## src/rtl/incr_pulse_gen_pkg.sv

```systemverilog
// Shared types and default constants for the push-button increment pulse generator.
`timescale 1ns/1ps

package incr_pulse_pkg;

  // Press / auto-repeat state machine states
  typedef enum logic [1:0] {
    IDLE   = 2'd0,
    DELAY  = 2'd1,
    REPEAT = 2'd2
  } pulse_state_e;

  // Default tuning of the pipeline
  localparam int DEF_SYNC_STAGES     = 2;
  localparam int DEF_DEBOUNCE_CYCLES = 4;
  localparam int DEF_REPEAT_DELAY    = 16;
  localparam int DEF_REPEAT_PERIOD   = 4;
  localparam int DEF_REPEAT_EN       = 1;

  // Larger of two integers, used to size the shared repeat timer
  function automatic int max_int(input int a, input int b);
    return (a > b) ? a : b;
  endfunction

endpackage

```

## src/rtl/incr_pulse_gen_if.sv

```systemverilog
// Button-side and counter-side signals of the increment pulse generator.
`timescale 1ns/1ps

interface incr_pulse_gen_if;

  logic btn_in;
  logic enable_in;
  logic incr_out;
  logic stable_out;

  // The driver of the button and enable, observer of the pulses
  modport master (
    output btn_in,
    output enable_in,
    input  incr_out,
    input  stable_out
  );

  // The pulse generator itself
  modport slave (
    input  btn_in,
    input  enable_in,
    output incr_out,
    output stable_out
  );

endinterface

```

## src/rtl/incr_pulse_gen_debounce.sv

```systemverilog
// Synchronizer chain plus debounce counter for a raw push-button level.
// level_out is the debounce decision; stable_out is the same level one
// flop later, so the press state machine can see the 0->1 / 1->0 change
// as (level_out != stable_out) and emit its registered pulse on the very
// edge where stable_out itself moves.
`timescale 1ns/1ps

module btn_debounce #(
  parameter int SYNC_STAGES     = 2,
  parameter int DEBOUNCE_CYCLES = 4
) (
  input  logic clk,
  input  logic rst,
  input  logic btn_in,
  output logic level_out,
  output logic stable_out
);

  localparam int CHAIN_W = SYNC_STAGES - 1;
  localparam int CNT_W   = $clog2(DEBOUNCE_CYCLES + 1);
  localparam logic [CNT_W-1:0] CNT_LAST = CNT_W'(DEBOUNCE_CYCLES - 1);

  logic [CHAIN_W-1:0] chain_q, chain_d;
  logic               sync_q, sync_d;
  logic [CNT_W-1:0]   cnt_q, cnt_d;
  logic               level_q, level_d;
  logic               stable_q, stable_d;

  // Shift the raw level through the synchronizer; the last stage is sync_q
  always_comb begin
    chain_d    = chain_q << 1;
    chain_d[0] = btn_in;
    sync_d     = chain_q[CHAIN_W-1];
  end

  // Count consecutive disagreeing samples and flip the level once enough have been seen
  always_comb begin
    cnt_d    = '0;
    level_d  = level_q;
    stable_d = level_q;
    if (sync_q != level_q) begin
      if (cnt_q == CNT_LAST) begin
        level_d = ~level_q;
        cnt_d   = '0;
      end else begin
        cnt_d = cnt_q + CNT_W'(1);
      end
    end
  end

  // State registers for synchronizer, counter and debounced level
  always_ff @(posedge clk or posedge rst) begin
    if (rst) begin
      chain_q  <= '0;
      sync_q   <= 1'b0;
      cnt_q    <= '0;
      level_q  <= 1'b0;
      stable_q <= 1'b0;
    end else begin
      chain_q  <= chain_d;
      sync_q   <= sync_d;
      cnt_q    <= cnt_d;
      level_q  <= level_d;
      stable_q <= stable_d;
    end
  end

  assign level_out  = level_q;
  assign stable_out = stable_q;

endmodule

```

## src/rtl/incr_pulse_gen.sv

```systemverilog
// Turns a bouncy asynchronous push-button into single-cycle increment pulses:
// one pulse per press, then auto-repeat pulses while the button is held.
`timescale 1ns/1ps

module incr_pulse_gen
  import incr_pulse_pkg::*;
#(
  parameter int SYNC_STAGES     = DEF_SYNC_STAGES,
  parameter int DEBOUNCE_CYCLES = DEF_DEBOUNCE_CYCLES,
  parameter int REPEAT_DELAY    = DEF_REPEAT_DELAY,
  parameter int REPEAT_PERIOD   = DEF_REPEAT_PERIOD,
  parameter int REPEAT_EN       = DEF_REPEAT_EN
) (
  input  logic             clk,
  input  logic             rst,
  incr_pulse_gen_if.slave  bus
);

  localparam int TMR_MAX = max_int(REPEAT_DELAY, REPEAT_PERIOD);
  localparam int TMR_W   = $clog2(TMR_MAX + 1);
  localparam logic [TMR_W-1:0] DELAY_LOAD  = TMR_W'(REPEAT_DELAY - 1);
  localparam logic [TMR_W-1:0] PERIOD_LOAD = TMR_W'(REPEAT_PERIOD - 1);
  localparam bit REPEAT_ON = (REPEAT_EN != 0);

  logic         level_w;
  logic         stable_w;
  logic         press_w;
  logic         release_w;
  logic         pulse;

  pulse_state_e state_q, state_d;
  logic [TMR_W-1:0] timer_q, timer_d;
  logic         incr_q, incr_d;

  btn_debounce #(
    .SYNC_STAGES     (SYNC_STAGES),
    .DEBOUNCE_CYCLES (DEBOUNCE_CYCLES)
  ) u_debounce (
    .clk        (clk),
    .rst        (rst),
    .btn_in     (bus.btn_in),
    .level_out  (level_w),
    .stable_out (stable_w)
  );

  // The debounced level is about to rise or fall on this edge
  assign press_w   = level_w & ~stable_w;
  assign release_w = ~level_w & stable_w;

  // Press / delay / repeat decisions; a release always wins over a pulse due on the same edge
  always_comb begin
    state_d = state_q;
    timer_d = timer_q;
    pulse   = 1'b0;
    if (release_w) begin
      state_d = IDLE;
      timer_d = '0;
    end else begin
      case (state_q)
        IDLE: begin
          if (press_w) begin
            pulse   = 1'b1;
            timer_d = DELAY_LOAD;
            state_d = DELAY;
          end
        end
        DELAY: begin
          if (timer_q == '0) begin
            if (REPEAT_ON) begin
              pulse   = 1'b1;
              timer_d = PERIOD_LOAD;
              state_d = REPEAT;
            end
          end else begin
            timer_d = timer_q - TMR_W'(1);
          end
        end
        REPEAT: begin
          if (timer_q == '0) begin
            pulse   = 1'b1;
            timer_d = PERIOD_LOAD;
          end else begin
            timer_d = timer_q - TMR_W'(1);
          end
        end
        default: begin
          state_d = IDLE;
          timer_d = '0;
        end
      endcase
    end
    incr_d = pulse & bus.enable_in;
  end

  // FSM, repeat timer and the registered increment pulse
  always_ff @(posedge clk or posedge rst) begin
    if (rst) begin
      state_q <= IDLE;
      timer_q <= '0;
      incr_q  <= 1'b0;
    end else begin
      state_q <= state_d;
      timer_q <= timer_d;
      incr_q  <= incr_d;
    end
  end

  assign bus.incr_out   = incr_q;
  assign bus.stable_out = stable_w;

endmodule

```

## src/flat_wrapper.sv

```systemverilog
// flat-port wrapper written by rule: the top's interface ports become plain ports
module incr_pulse_gen_flat import incr_pulse_pkg::*;
#(
  parameter int SYNC_STAGES     = DEF_SYNC_STAGES,
  parameter int DEBOUNCE_CYCLES = DEF_DEBOUNCE_CYCLES,
  parameter int REPEAT_DELAY    = DEF_REPEAT_DELAY,
  parameter int REPEAT_PERIOD   = DEF_REPEAT_PERIOD,
  parameter int REPEAT_EN       = DEF_REPEAT_EN
)
  (clk, rst, bus_btn_in, bus_enable_in, bus_incr_out, bus_stable_out);
  incr_pulse_gen_if bus_i ();
  input  logic clk;
  input  logic rst;
  input wire logic [$bits(bus_i.btn_in)-1:0] bus_btn_in;
  input wire logic [$bits(bus_i.enable_in)-1:0] bus_enable_in;
  output wire logic [$bits(bus_i.incr_out)-1:0] bus_incr_out;
  output wire logic [$bits(bus_i.stable_out)-1:0] bus_stable_out;
  assign bus_i.btn_in = bus_btn_in;
  assign bus_i.enable_in = bus_enable_in;
  assign bus_incr_out = bus_i.incr_out;
  assign bus_stable_out = bus_i.stable_out;
  incr_pulse_gen #(.SYNC_STAGES(SYNC_STAGES), .DEBOUNCE_CYCLES(DEBOUNCE_CYCLES), .REPEAT_DELAY(REPEAT_DELAY), .REPEAT_PERIOD(REPEAT_PERIOD), .REPEAT_EN(REPEAT_EN)) u_core (.clk(clk), .rst(rst), .bus(bus_i));
endmodule
```

## config.mk

```make
export PLATFORM = sky130hd
export DESIGN_NAME = incr_pulse_gen_flat
export DESIGN_NICKNAME = d
export VERILOG_FILES = /design/src/rtl/incr_pulse_gen_pkg.sv /design/src/rtl/incr_pulse_gen_if.sv /design/src/rtl/incr_pulse_gen_debounce.sv /design/src/rtl/incr_pulse_gen.sv /design/src/flat_wrapper.sv
export SDC_FILE = /design/constraint.sdc
export NUM_CORES = 1
export LEC_CHECK = 0
export CORE_MARGIN = 2
export CORE_UTILIZATION = 33
export DETAILED_ROUTE_END_ITERATION = 7
export GPL_TIMING_DRIVEN = 0
export PLACE_DENSITY = 0.52
export SYNTH_ARGS = -nofsm -noshare
export SYNTH_HDL_FRONTEND = slang
export SYNTH_SLANG_ARGS = --single-unit
```

## constraint.sdc

```tcl
create_clock -name clk -period 3.4 [get_ports clk]
set_input_delay 0.34 -clock clk [delete_from_list [all_inputs] [get_ports clk]]
set_output_delay 0.34 -clock clk [all_outputs]
set_load 0.005 [all_outputs]
```

==> results of run 1 <==
worst reg2reg max path, stage by stage, from the launching register on:
cell      delay [ps]
dfrtp_1          410
inv_1             70
ha_1             210
or4b_4           520
a21oi_4          190
a21oi_1           90
a221oi_2         180
how the worst max path moves through the flow:
stage                              to  slack [ps]
floorplan           u_core.state_q[0]        1770
global placement    u_core.state_q[0]        1630
detailed placement  u_core.state_q[0]        1640
CTS                 u_core.state_q[0]        1610
global route        u_core.state_q[0]        1500
finish              u_core.state_q[0]        1630
registers in the layout, summed over array words and instances, names as in the netlist:
signal	count
u_core.timer_q	5
u_core.u_debounce.cnt_q	3
u_core.state_q	2
u_core.bus.incr_out	1
u_core.u_debounce.chain_q	1
u_core.u_debounce.level_out	1
u_core.u_debounce.stable_out	1
u_core.u_debounce.sync_q	1
metrics by stage:
step | power (mW) | setup WS, ps | hold WS (ps) | cells
6_report | 0.855 | 1630 | 358 | 120
5_1_grt | 0.949 | 1500 | 378 | 120
2_1_floorplan | 0.655 | 1770 | 241 | 81
3_5_place_dp | 0.763 | 1640 | 339 | 116
3_3_place_gp | 0.761 | 1630 | 334 | 116
4_1_cts | 0.868 | 1610 | 363 | 120
cell type report:
type / instances / share of cell area [%]
Tap cell: 30 / 3.98
Inverter: 7 / 2.79
Multi-Input combinational cell: 58 / 44.7
Buffer: 1 / 0.531
Clock inverter: 1 / 0.531
Timing Repair Buffer: 5 / 5.31
Clock buffer: 3 / 2.39
Sequential cell: 15 / 39.8
logic make-up (layout without fill, tap and decap cells):
logic type	Yosys count	after routing	synth area share [%]
xor gates and xnor gates	2	2	2.12
adders and majority gates	7	7	10.6
muxes	2	2	2.57
AOI/OAI and AO/OA	17	17	14.8
and+or+nand+nor	30	30	20.8
DFF	15	15	45.3
buffers and inverters	8	17	3.78
power groups by stage:
stage                     logic [mW]  clock network (mW)  registers (mW)
final                          0.459               0.102           0.293
after floorplan                0.369                   0           0.286
after global routing           0.524               0.119           0.306
after CTS                      0.467               0.108           0.293
after global placement         0.464                   0           0.296
after detailed placement       0.466                   0           0.297
metal layers:
| layer | global-route usage [%] | wire, um | vias to the layer above |
|---|---|---|---|
| li1 | - | - | 301 |
| met3 | 3.33 | 30 | 5 |
| met5 | 0 | 0 | - |
| met4 | 6.25 | 29 | 0 |
| met2 | 19.3 | 674 | 6 |
| met1 | 15.4 | 640 | 286 |
cells in the final DEF, fill, tap and decap left out, types with 3 or more instances in the layout:
master,netlist,routed
nand2_1,9,9
dfrtp_1,15,15
ha_1,7,7
a21oi_1,6,6
nor2b_1,3,3
clkbuf_4,0,3
inv_1,7,7
nand2b_1,3,3
clkdlybuf4s50_1,0,5
==> reports/metrics.yaml, run 1 <==
sta:
  skew_ps: 5.21
  finalCritPeriodShare_pct: 52.0
  slew-limit-headroom_pct: 62.5
  rsz0062_at_grt: "no"
  finalWorstPathRequiredPeriod_ps: 1770
  setup-tns-final_ps: 0
  worstMarginPinSlew_ps: 562
  hold_viol: 0
  fmax_mhz: 565
  drv_slew: 0
  setup-violations-final: 0
grt:
  grt-ovfl-total: 0
  grt_pass1_vias: 577
  grt_first_pass_wirelength_um: 2550
  antenna_found_initial: 0
  grt.total_usage_pct: 12.3
  grt_max_degree: 16
power_and_ir_drop:
  ir_worst_vdd_uv: 440
  p_int_mw: 0.496
  seqPwrFrac_pct: 34.3
  power_density_nw_per_um2: 906
  p_comb_share_pct: 53.8
  p_sw_share_pct: 42.0
  pwr-share-clk_pct: 11.9
  p_leak_nw: 0.434
  p_switching_mw: 0.359
detailed_routing:
  drtIter0Drc: 6
  viasPerCell: 4.98
  vias: 598
  ant_nets: 0
  first_pass_iters: 4
  drc: 0
  wl_um: 1380
  wire_per_inst_um: 11.5
cells_and_area:
  n_antenna_cell: 0
  fillers: 247
  design_area_sq_um: 943
  area_delta_synth_final_pct: 13.9
  fin_util_pct: 38.8
  final_nets: 102
  regArea_sq_um: 375
  multi_input_area_sq_um: 422
  drive_above_1_share_pct: 12.2
worst_setup_path:
  crit_start: "u_core.timer_q[0]"
  cp.arrival_ps: 1960
  worst-setup-path-type: "register to register"
  cpMaxStageDelayCell: "or4b_4"
  critPathTopFamily: "simple AND/OR/NAND/NOR gates"
  cp.depth: 6
  cp-start-kind: "register"
  worstPathCellList: "inv_1 > ha_1 > or4b_4 > a21oi_4 > a21oi_1 > a221oi_2"
  worst_setup_path_end_kind: "register"
  r2r_end: "u_core.state_q[0]"
  cp_num_buf_inv: 1
  reg2reg_depth: 6
  required_ps: 3590
  reg2reg_slack_ps: 1630
  cp_max_fo: 5
  rr_startpoint: "u_core.timer_q[0]"
  max_stage_delay_ps: 520
synth:
  synthesis.area_sq_um: 828
  async_reset_ff_share_pct: 100
  synth_top_area_share_pct: 45.3
  synth_seq_cells: 15
  ys_types: 33
  synthTopCellsByCount: "15 x dfrtp_1, 9 x nand2_1, 7 x ha_1, 7 x inv_1, 6 x a21oi_1"
  yosys.area.top_type: "dfrtp_1"
  synth.avg_cell_area_sq_um: 10.2
  synth.most_common_cell: "dfrtp_1"
  ys_seq_area_share_pct: 45.3
  synth_edf_count: 0
  netlist_instances: 81
  synth_area_leaders: "dfrtp_1 45%, ha_1 11%, nand2_1 4.1%"
  synth_warnings: 0
  synthesis.nets: 92
  synth_top_flop_cell: "dfrtp_1"
placement:
  dpl_cell_area_sq_um: 916
  gp_congestion: 0.748
  place_hpwl_um: 1050
  portBuffers: 5
clocking:
  clockBufferDepth: 2
  cts-buffers-inserted: 3
  clock_latency_ps: 280
  cts_tree: "done"
  cts_setup_buffers: 0
  clkTransAtPathRegs_ps: 90
  cts_resized: 0
  htreeDepth: 1
  ctsHoldBuffers: 0
  clock-sinks: 15
  root_buffer: "clkbuf_4"
worst_hold_path:
  hold_depth: 0
  hold_start: "u_core.u_debounce.chain_q"
  whs_endpoint: "u_core.u_debounce.sync_q"
  hold_path.class: "register to register"
die:
  die_h_um: 54.1
  initial_core_util_pct: 34.1
  coreArea_sq_um: 2430
  die_w_um: 54.1
  rows: 18
  io_pins: 6
  dieArea_sq_um: 2930
run_status:
  status: "completed"
job:
  maxCapViolCount: 0
(Power assumes the default switching activity.)
==> run 2: changes to the inputs <==
- PLACE_DENSITY: 0.52 -> 0.54
- clock period: 3.4 -> 1.6 ns (I/O delays scaled with it)
==> run 2 against run 1 <==
Critical path depth unchanged; global-route usage rose by 0.63 points; worst hold slack got worse by 150 ps; critical endpoint unchanged.
==> reports/metrics.yaml, run 2 (synthesis gave the netlist of run 1 again) <==
run_status:
  status: "completed"
worst_setup_path:
  worst-setup-path-type: "register to register"
  max_stage_delay_ps: 490
  cp_num_buf_inv: 1
  cp_max_fo: 3
  reg2reg_slack_ps: 8
  cp.arrival_ps: 1800
  cpMaxStageDelayCell: "or4b_4"
  worst_setup_path_end_kind: "register"
  required_ps: 1810
  worstPathCellList: "inv_2 > ha_4 > or4b_4 > a21oi_4 > a21oi_2 > a221oi_2"
  critPathTopFamily: "simple AND/OR/NAND/NOR gates"
  cp-start-kind: "register"
detailed_routing:
  first_pass_iters: 2
  wire_per_inst_um: 11.7
  drc: 0
  viasPerCell: 4.96
  ant_nets: 0
  wl_um: 1470
  drtIter0Drc: 3
  vias: 625
cells_and_area:
  top_register: "u_core.timer_q"
  area_delta_synth_final_pct: 24.0
  layout_commonest_cell: "dfrtp_1"
  layout_common_cells: "14 x dfrtp_1, 9 x nand2_1, 6 x buf_4"
  drive_above_1_share_pct: 25.0
  n_antenna_cell: 0
  largest_reg_flops: 5
  final_cells: 126
  design_area_sq_um: 1030
  fin_util_pct: 42.2
  reg.largest.list: "u_core.timer_q x5, u_core.u_debounce.cnt_q x3, u_core.state_q x2"
  final_nets: 108
clocking:
  clock-sinks: 15
  cts-buffers-inserted: 3
  root_buffer: "clkbuf_4"
  clock_latency_ps: 290
  ctsHoldBuffers: 0
  htreeDepth: 1
  clkTransAtPathRegs_ps: 100
  cts_tree: "done"
  clockBufferDepth: 2
die:
  dieArea_sq_um: 2930
  die_w_um: 54.1
  initial_core_util_pct: 34.1
  die_h_um: 54.1
  io_pins: 6
  rows: 18
  coreArea_sq_um: 2430
sta:
  slew-limit-headroom_pct: 61.9
  post-route-worst-setup-slack_ps: 8.32
  setup-tns-final_ps: 0
  worstMarginPinSlew_ps: 570
  drv_slew: 0
  whs_ps: 212
  fmax_mhz: 628
  setup-violations-final: 0
  finalCritPeriodShare_pct: 99.5
  finalWorstPathRequiredPeriod_ps: 1590
  skew_ps: 4.82
  rsz0062_at_grt: "yes"
  hold_viol: 0
grt:
  busiest_layer: "met2"
  met2_usage_pct: 20.3
  antenna_found_initial: 0
  grt_pass1_vias: 595
  use_met3_pct: 1.67
  grt_util_met1_pct: 16.5
  grt-ovfl-total: 0
  grt_max_degree: 16
  grt_first_pass_wirelength_um: 2630
  grt.total_usage_pct: 12.9
power_and_ir_drop:
  finalPower_mw: 2.06
  p_leak_nw: 0.461
  ir_worst_vdd_uv: 993
  power_density_nw_per_um2: 2010
placement:
  placed_cells: 116
  place_hpwl_um: 1070
  dp_slack_ps: -116
  portBuffers: 5
  gp_congestion: 0.733
  dpl_cell_area_sq_um: 918
job:
  maxCapViolCount: 0
worst_hold_path:
  hold_path.class: "input port to async pin"
[run 2: final cells by class]
type	instances	area [sq um]
Clock inverter	1	7.51
Tap cell	30	37.5
Multi-Input combinational cell	58	457
Clock buffer	3	22.5
Fill cell	242	1410
Sequential cell	15	377
Timing Repair Buffer	11	95.1
Inverter	7	26.3
Buffer	1	5.00
[run 2: layer usage]
metal  up-vias  routed length (um)
li1        313                   -
met1       301                 722
met3         5                  20
met2         6                 681
met4         0                  46
met5         -                   0
[run 2: report_power, final]
part	total (mW)	internal [mW]	switching [mW]	leakage, nW
registers	0.625	0.508	0.117	0.190
clock network	0.234	0.0952	0.138	0.0139
logic	1.20	0.613	0.589	0.257
total	2.06	1.22	0.844	0.461
[run 2: worst reg2reg max path, cell delays in order, from the launching register on]
cell and delay (ps):
dfrtp_1 410, inv_2 70, ha_4 130, or4b_4 490
a21oi_4 170, a21oi_2 70, a221oi_2 160
[run 2: what timing repair did]
| action | in CTS | in global routing |
|---|---|---|
| hold endpoints to repair | 0 | 0 |
| pin swaps | 4 | 1 |
| buffers inserted | 6 | 0 |
| gates resized for setup | 6 | 2 |
| setup endpoints to repair | 5 | 5 |
[run 2: path summary, 6_finish.rpt]
check                                     startpoint                         to  depth (start not counted)
max                                u_core.timer_q[0]          u_core.state_q[0]                          6
max reg2reg                        u_core.timer_q[0]          u_core.state_q[0]                          6
min reg2reg                u_core.u_debounce.chain_q   u_core.u_debounce.sync_q                          0
max in group asynchronous                        rst          u_core.state_q[0]                          2
min in group clk                          bus_btn_in  u_core.u_debounce.chain_q                          1
min                                              rst          u_core.state_q[0]                          2
==> run 3: changes to the inputs <==
- CORE_MARGIN: 2 -> not set
==> run 3 against run 2 <==
Die area is 7.3% lower; fmax hardly changed; wire length is 7.3% higher; sequential power is 0.6% higher; count of clock-buffer cells in the layout stayed put; first-iteration DRC count grew to 3.3 times the previous value; final cell count is 2.4% lower; critical endpoint unchanged.
==> reports/metrics.yaml, run 3 (synthesis gave the netlist of run 1 again) <==
detailed_routing:
  wire_per_inst_um: 12.8
  vias: 607
  wl_um: 1580
  drtIter0Drc: 10
  drc: 0
  viasPerCell: 4.93
  ant_nets: 0
  first_pass_iters: 4
worst_setup_path:
  critPathTopFamily: "simple AND/OR/NAND/NOR gates"
  max_stage_delay_ps: 480
  cpMaxStageDelayCell: "or4b_4"
  cp_max_fo: 3
  cp-start-kind: "register"
  cp.arrival_ps: 1790
  required_ps: 1800
  worst-setup-path-type: "register to register"
  worstPathCellList: "inv_2 > ha_4 > or4b_4 > a21oi_4 > a21oi_2 > a221oi_2"
  cp_num_buf_inv: 1
  worst_setup_path_end_kind: "register"
clocking:
  clockBufferDepth: 2
  clkTransAtPathRegs_ps: 90
  htreeDepth: 1
  clock_latency_ps: 290
  clock-sinks: 15
  cts-buffers-inserted: 3
  root_buffer: "clkbuf_4"
  cts_tree: "done"
  ctsHoldBuffers: 0
placement:
  dpl_cell_area_sq_um: 916
  portBuffers: 5
  dp_slack_ps: -137
  place_hpwl_um: 1120
  gp_congestion: 0.740
cells_and_area:
  largest_reg_flops: 5
  fin_util_pct: 44.2
  fillers: 237
  multi_input_area_sq_um: 457
  final_nets: 107
  regArea_sq_um: 377
  area_delta_synth_final_pct: 22.5
  drive_above_1_share_pct: 25.3
  layout_commonest_cell: "dfrtp_1"
  design_area_sq_um: 1010
  n_antenna_cell: 0
  top_register: "u_core.timer_q"
  reg.largest.list: "u_core.timer_q x5, u_core.u_debounce.cnt_q x3, u_core.state_q x2"
  layout_common_cells: "14 x dfrtp_1, 9 x nand2_1"
sta:
  worstMarginPinSlew_ps: 569
  hold_viol: 0
  skew_ps: 1.61
  slew-limit-headroom_pct: 62.0
  rsz0062_at_grt: "yes"
  finalCritPeriodShare_pct: 99.5
  drv_slew: 0
  fmax_mhz: 628
  setup-tns-final_ps: 0
  setup-violations-final: 0
  post-route-worst-setup-slack_ps: 8.26
  finalWorstPathRequiredPeriod_ps: 1590
grt:
  grt_first_pass_wirelength_um: 2700
  grt-ovfl-total: 0
  grt.total_usage_pct: 14.3
  grt_max_degree: 16
  antenna_found_initial: 0
  grt_pass1_vias: 617
die:
  initial_core_util_pct: 36.1
  die_w_um: 52.1
  rows: 17
  die_h_um: 52.1
  coreArea_sq_um: 2300
  io_pins: 6
  dieArea_sq_um: 2710
run_status:
  status: "completed"
power_and_ir_drop:
  ir_worst_vdd_uv: 1190
  power_density_nw_per_um2: 2020
  finalPower_mw: 2.05
  p_leak_nw: 0.458
worst_hold_path:
  hold_path.class: "input port to async pin"
job:
  maxCapViolCount: 0
==> run 3: cell types whose count changed in the layout (fill, tap and decap cells not counted), sizes merged <==
cell and change:
buf -1, clkinv +1, clkinvlp -1
==> run 3: worst register-to-register path, stage by stage, from the launching register on <==
cell and delay [ps]:
dfrtp_1 400, inv_2 70, ha_4 130, or4b_4 480
a21oi_4 180, a21oi_2 80, a221oi_2 160
==> run 3: stage by stage <==
stage,hold WS [ps],instances
after floorplan,61.5,81
after global placement,345,114
after detailed placement,343,114
after CTS,247,122
after global routing,280,123
final,227,123
==> run 3: power breakdown <==
group	switching, mW	leakage [nW]	internal (mW)	total (mW)
Sequential	0.121	0.190	0.508	0.629
Clock	0.127	0.0177	0.0930	0.220
Combinational	0.594	0.250	0.603	1.20
==> run 3: cell type report <==
cell class              instances  share of cell area, %
well taps                      28                   3.45
plain buffers                   1                  0.493
inverters                       7                   2.59
clock inverters                 1                  0.493
multi-input cells              58                   45.0
repair buffers                 10                   8.63
clock buffers                   3                   2.22
flip-flops and latches         15                   37.1
==> run 3: final timing paths <==
check,start,endpoint,slack [ps],cells after the start
worst max-delay path,u_core.timer_q[1],u_core.state_q[0],8,6
worst min-delay path,rst,u_core.state_q[1],230,2
worst max register to register,u_core.timer_q[1],u_core.state_q[0],8,6
worst min register to register,u_core.u_debounce.chain_q,u_core.u_debounce.sync_q,360,0
max in group asynchronous,rst,u_core.state_q[0],970,2
min in group clk,bus_btn_in,u_core.u_debounce.chain_q,300,1
==> run 3: repair_timing <==
action / CTS / global route
endpoints found under the hold margin: 0 / 0
setup buffers: 4 / 1
resized for setup: 7 / 2
setup endpoints to repair: 4 / 6
pin swaps: 4 / 3
==> run 3: routing by layer <==
layer	share of wire (%)	routed length [um]	global-route usage [%]
met1	46	726	16.4
met2	48	761	22.6
met3	3.1	49	5.26
met4	2.4	38	8.11
met5	0	0	0
